--- src/rtl/cordic_iter_ctrl.sv ---
// cordic_iter_ctrl: iterative rotation-mode CORDIC sequencer with external arctangent ROM
//
// Ports:
//   clk       in   system clock, rising edge
//   rst_n     in   asynchronous active-low reset
//   start     in   request pulse, sampled only while idle
//   x_in      in   initial x (WIDTH, two's complement)
//   y_in      in   initial y
//   z_in      in   initial angle
//   atan_idx  out  ROM address, always the current iteration index
//   atan_val  in   combinational ROM data for atan_idx, used in UPDATE
//   busy      out  high whenever the sequencer is not idle
//   done      out  one-cycle completion pulse
//   x_out     out  final x, registered, held until the next completed operation
//   y_out     out  final y
//   z_out     out  final z
module cordic_iter_ctrl #(
   parameter int WIDTH = 17,
   parameter int ITER  = 16,
   parameter int IDX_W = 4
) (
   input  logic             clk,
   input  logic             rst_n,
   input  logic             start,
   input  logic [WIDTH-1:0] x_in,
   input  logic [WIDTH-1:0] y_in,
   input  logic [WIDTH-1:0] z_in,
   output logic [IDX_W-1:0] atan_idx,
   input  logic [WIDTH-1:0] atan_val,
   output logic             busy,
   output logic             done,
   output logic [WIDTH-1:0] x_out,
   output logic [WIDTH-1:0] y_out,
   output logic [WIDTH-1:0] z_out
);
   typedef enum logic [1:0] {IDLE, SHIFT, UPDATE, DONE} state_t;
   localparam logic [IDX_W-1:0] LAST = IDX_W'(ITER - 1);
   state_t state, state_nxt;
   logic [WIDTH-1:0] x, y, z, xs, ys;
   logic [WIDTH-1:0] x_nxt, y_nxt, z_nxt, xs_nxt, ys_nxt;
   logic [WIDTH-1:0] xo_nxt, yo_nxt, zo_nxt;
   logic [WIDTH-1:0] x_upd, y_upd, z_upd;
   logic [IDX_W-1:0] i, i_nxt, sh_cnt, sh_nxt;
   logic             neg;
   always_comb begin
      state_nxt = state;
      x_nxt     = x;
      y_nxt     = y;
      z_nxt     = z;
      xs_nxt    = xs;
      ys_nxt    = ys;
      i_nxt     = i;
      sh_nxt    = sh_cnt;
      xo_nxt    = x_out;
      yo_nxt    = y_out;
      zo_nxt    = z_out;
      // rotation direction follows the sign of the residual angle
      neg       = z[WIDTH-1];
      x_upd     = neg ? x + ys : x - ys;
      y_upd     = neg ? y - xs : y + xs;
      z_upd     = neg ? z + atan_val : z - atan_val;
      case (state)
         IDLE: if (start) begin
            x_nxt     = x_in;
            y_nxt     = y_in;
            z_nxt     = z_in;
            xs_nxt    = x_in;
            ys_nxt    = y_in;
            i_nxt     = '0;
            sh_nxt    = '0;
            state_nxt = UPDATE;
         end
         SHIFT: begin
            xs_nxt = {xs[WIDTH-1], xs[WIDTH-1:1]};
            ys_nxt = {ys[WIDTH-1], ys[WIDTH-1:1]};
            sh_nxt = sh_cnt + IDX_W'(1);
            // leave as soon as xs/ys hold the shift-by-i terms
            if (sh_nxt == i) state_nxt = UPDATE;
         end
         UPDATE: begin
            x_nxt = x_upd;
            y_nxt = y_upd;
            z_nxt = z_upd;
            if (i == LAST) begin
               xo_nxt    = x_upd;
               yo_nxt    = y_upd;
               zo_nxt    = z_upd;
               state_nxt = DONE;
            end else begin
               i_nxt     = i + IDX_W'(1);
               xs_nxt    = x_upd;
               ys_nxt    = y_upd;
               sh_nxt    = '0;
               state_nxt = SHIFT;
            end
         end
         DONE: state_nxt = IDLE;
         default: state_nxt = IDLE;
      endcase
   end
   always_ff @(posedge clk or negedge rst_n) begin
      if (!rst_n) begin
         state  <= IDLE;
         x      <= '0;
         y      <= '0;
         z      <= '0;
         xs     <= '0;
         ys     <= '0;
         i      <= '0;
         sh_cnt <= '0;
         x_out  <= '0;
         y_out  <= '0;
         z_out  <= '0;
      end else begin
         state  <= state_nxt;
         x      <= x_nxt;
         y      <= y_nxt;
         z      <= z_nxt;
         xs     <= xs_nxt;
         ys     <= ys_nxt;
         i      <= i_nxt;
         sh_cnt <= sh_nxt;
         x_out  <= xo_nxt;
         y_out  <= yo_nxt;
         z_out  <= zo_nxt;
      end
   end
   assign busy     = state != IDLE;
   assign done     = state == DONE;
   assign atan_idx = i;
endmodule

--- config.mk ---
export PLATFORM = sky130hd
export DESIGN_NAME = cordic_iter_ctrl
export DESIGN_NICKNAME = d
export VERILOG_FILES = /design/src/rtl/cordic_iter_ctrl.sv
export SDC_FILE = /design/constraint.sdc
export NUM_CORES = 1
export LEC_CHECK = 0
export ABC_AREA = 0
export BUFFER_PORTS_ARGS = -buffer_cell sky130_fd_sc_hd__buf_2
export CAP_MARGIN = 10
export CORE_UTILIZATION = 55
export DETAILED_ROUTE_END_ITERATION = 6
export GPL_ROUTABILITY_DRIVEN = 0
export PLACE_DENSITY = 0.8
export SETUP_SLACK_MARGIN = 0.1
export SYNTH_ARGS = -nofsm -noshare
export SYNTH_HDL_FRONTEND = slang
export SYNTH_SLANG_ARGS = --single-unit
--- constraint.sdc ---
create_clock -name clk -period 3.48 [get_ports clk]
set_input_delay 1.044 -clock clk [delete_from_list [all_inputs] [get_ports clk]]
set_output_delay 1.044 -clock clk [all_outputs]
set_load 0.005 [all_outputs]
==> summary by stage <==
Placement
At the placement stage, the worst setup path has a slack of -410 ps. After detailed placement, the design holds a cell count of 1537. The placed standard-cell area is 11200 um^2. The wire-length estimate of the detail-placed layout is about 20000 um. The number of buffers inserted by port buffering is approximately 130.

CTS
The number of buffers on the longest clock path is 2. In this run, CTS created clock tree buffers numbering 17. The clock tree from TritonCTS is done.

The clock-pin slew of the registers on the worst-case setup and hold paths is 60 ps. The clock root buffer master is clkbuf_16. In this run, post-CTS hold repair placed 0 buffers.

The CTS H-tree depth is 4. At the later pin of the worst-skew pair, clock insertion delay measures 430 ps. The clock drives 146 sinks.

Run
The tool flagged a number of max-cap violations equal to 0.

Routing
Using the TritonRoute via totals, the vias-per-cell ratio works out to between 5 and 6. For this run, the detailed router's first-pass iteration total came to 5. The sum of routed wire length over all layers is ~28000 um.

The DRC violation count after routing is 0. The average wire per cell in the routed design is 17.7 um. The initial DRC count is 640. The residual antenna-violating net count after detailed routing is 0. Summing over every cut layer, the via total after detailed routing is 9425.

Floorplanning
In this run the vertical extent of the chip is about 140 um. The die area is 18600 um^2. The initialized floorplan defines 48 standard-cell rows. The core footprint is about 17000 um^2. For this configuration, the core starts out at a cell density of 56.8%. The number of top-level pins is 128. The overall die width is 136 um.

STA
Counting I/O delays and the setup requirement, the final critical path takes 3400 ps. The number of endpoints failing setup at the final stage is 0. The max-slew violation total from the final report is 0. The clock arrives with 5.72 ps of skew.

The maximum clock frequency is 294 MHz. Setup repair after global routing could not meet its margin everywhere. The tightest hold path in the finished design has a slack of 472 ps.

Setup slack closes at between 80 and 90 ps. The final period utilization is 97.6%. For the pin with the worst max-slew slack, the measured transition is 966 ps. The number of endpoints with negative hold slack in the final report is 0. The tightest slew margin relative to the limit is 35.6%.

Global route
Global routing finished with a remaining overflow of 0. The initial antenna violation count is 0. Entering global routing, the biggest net connects 74 pins. The via count of the first global-routing pass is between 9000 and 10000. The overall fraction of global-route tracks in use is a little under a third. The first global-routing pass estimated 45300 um of wire.

Synthesis
The cell area after technology mapping is about 10000 um^2. When the netlist entered floorplanning its net count stood at 1315. By count the netlist is led by nand2_1, dfrtp_1, o21ai_0.

The most frequent cell after synthesis is nand2_1. The total of warnings raised by yosys is 0. The count of distinct cell types in the synthesized netlist is 75.

The top flip-flop cell by instance count after synthesis is dfrtp_1. The library cell with the largest summed area after synthesis is dfrtp_1. The number of cells produced by synthesis is 1181.

Yosys attributes the largest share of cell area to dfrtp_1, ha_1, o21ai_0. Synthesis inferred 146 register bits. The share of the synthesized area in the top cell type is 36.8%. After synthesis, flip-flops and latches occupy between 30% and 40% of the total area.

The per-instance average area after synthesis is between 8 and 9 um^2. Yosys mapped a number of flops with a built-in enable equal to 0. The proportion of register bits with asynchronous set or reset after synthesis is 100%.

Worst setup path
The signal on the critical path passes through buf_4, inv_6, ha_4, nor2b_4, and2_4, a21oi_2, xor2_1, ha_1, a21oi_2, a21boi_2, or4_4, o21ai_4, o21ai_2, or3b_1, nand3_1. The startpoint identified for the worst register-to-register timing path is xs[4]$_DFFE_PN0P_. The critical path runs through a total of 15 cells.

The count of buffer and inverter cells on the critical path is 2. In this run the worst path has a maximum fanout of 4. The cell with the largest stage delay on the worst path is or4_4. At the worst endpoint, the required time is 3850 ps. The worst setup path is of the input port to flip-flop kind. The worst flop-to-flop path endpoint is ys[16]$_DFFE_PN0P_.

Among the stages of the critical path, the cell type that occurs most often is a21oi_2. In this run the register-to-register setup slack is 210 ps. The last element of the critical path is z[16]$_DFFE_PN0P_. In this design, the stage delay of the slowest critical-path cell is 520 ps. Measured in cells, the most critical reg-to-reg path has a length of 12. Data on the critical path arrives at its endpoint at 3760 ps. On the critical path the largest part of the delay comes from simple AND/OR/NAND/NOR gates.

STA classifies the critical path startpoint as an input port. The source of the critical timing path is atan_val[0]. The endpoint class of the critical path is a flip-flop.

Pwr
Summed over all cells, the static leakage comes to 5.53 nW. The total power is 0.0145 W. VDD sags by at most 679 uV. The areal power density over the cells is 1210 nW/um^2.

Final layout
The filler cell count in the final layout is roughly 1400. The number of diodes added for antenna fixing is 0. The post-route netlist has 21.4% of its cells at a drive strength greater than 1. The post-route standard cell area excluding fillers is 12000 um^2. At the end of the flow, the number of nets in the layout was 1469. The area growth from synthesis to layout is 20.6%. The final cell count without fillers is 1573.

Outcome
The flow ran to the end, and the final reports show no timing, DRC or antenna violations.

Worst hold path
The classification of the worst-slack hold path is flip-flop to flip-flop.
==> how the worst min path moves through the flow <==
stage	from	endpoint	slack, ps	depth (start not counted)
2_1_floorplan	y[12]$_DFFE_PN0P_	y[12]$_DFFE_PN0P_	460	1
3_3_place_gp	y_out[5]$_DFFE_PN0P_	y_out[5]$_DFFE_PN0P_	460	2
3_5_place_dp	y_out[1]$_DFFE_PN0P_	y_out[1]$_DFFE_PN0P_	460	2
4_1_cts	z_out[4]$_DFFE_PN0P_	z_out[4]$_DFFE_PN0P_	480	2
5_1_grt	y_out[8]$_DFFE_PN0P_	y_out[8]$_DFFE_PN0P_	500	2
6_report	y_out[11]$_DFFE_PN0P_	y_out[11]$_DFFE_PN0P_	470	2
==> worst reg2reg max path: stages, from the launching register on <==
cell and delay, ps:
dfrtp_1 440, nor3_2 270, a31oi_1 200, nor2_1 170
xor2_1 210, ha_1 330, and3_4 200, a221oi_4 340
a31o_2 220, a22oi_2 70, a31oi_1 300, xnor2_1 260
o21ai_1 130
==> sequential cells by signal (all words and copies together), names as in the netlist <==
name,count
atan_idx,4
sh_cnt,4
state,2
x,17
x_out,17
xs,17
y,17
y_out,17
ys,17
z,17
z_out,17
==> report_power, final <==
| group | switching, W | internal [W] |
|---|---|---|
| sequential | 0.000528 | 0.00220 |
| clock | 0.000756 | 0.00114 |
| combinational | 0.00561 | 0.00427 |
==> repair_timing <==
action	CTS	global route
setup endpoints to repair	4	27
pin swaps	1	13
resized for setup	2	31
buffers inserted	0	4
==> metrics by stage <==
| stage | setup TNS, ps | utilization, % |
|---|---|---|
| 2_1_floorplan | -245 | - |
| 3_3_place_gp | -2910 | 64.1 |
| 3_5_place_dp | -3830 | 64.1 |
| 4_1_cts | 0 | 67.6 |
| 5_1_grt | -37.9 | 68.5 |
| 6_report | 0 | 68.5 |
==> routing by layer <==
metal | global-route usage, % | vias to the layer above | wire length, um
met1 | 40.3 | 4503 | 12200
met5 | 0 | - | 0
li1 | - | 4510 | -
met2 | 50.6 | 347 | 13100
met3 | 6.67 | 65 | 1850
met4 | 12.5 | 0 | 796
==> cells by family after synthesis <==
group                      count (synthesis)  share of synthesized area, %
muxes                                     16                          1.68
xor gates and xnor gates                  95                          8.38
buffers and inverters                     92                          3.59
and+or+nand+nor                          380                          17.5
DFF                                      146                          36.8
AOI/OAI and AO/OA                        389                          23.9
adders and majority gates                 63                          8.17
==> placed cells by master, fill, tap and decap left out, drive strengths merged, types with 12 or more instances in the layout <==
cell type,count
or3,14
o21a,18
nand3,13
xnor2,49
buf,198
dfrtp,146
nand2,151
o21ai,149
xor2,46
nor2,99
ha,60
inv,28
and3,27
a31oi,15
nor3,22
a221oi,12
clkbuf,18
a21oi,107
==> final cells by class <==
cell class	count	area, um^2	area share, %
clock inverter	14	164	1.37
timing repair buffer	198	1230	10.3
multi-input combinational	943	6080	50.8
tap	225	282	2.35
sequential	146	3650	30.5
inverter	29	126	1.06
clock buffer	18	439	3.67
Power figures use the tool's default switching activity.
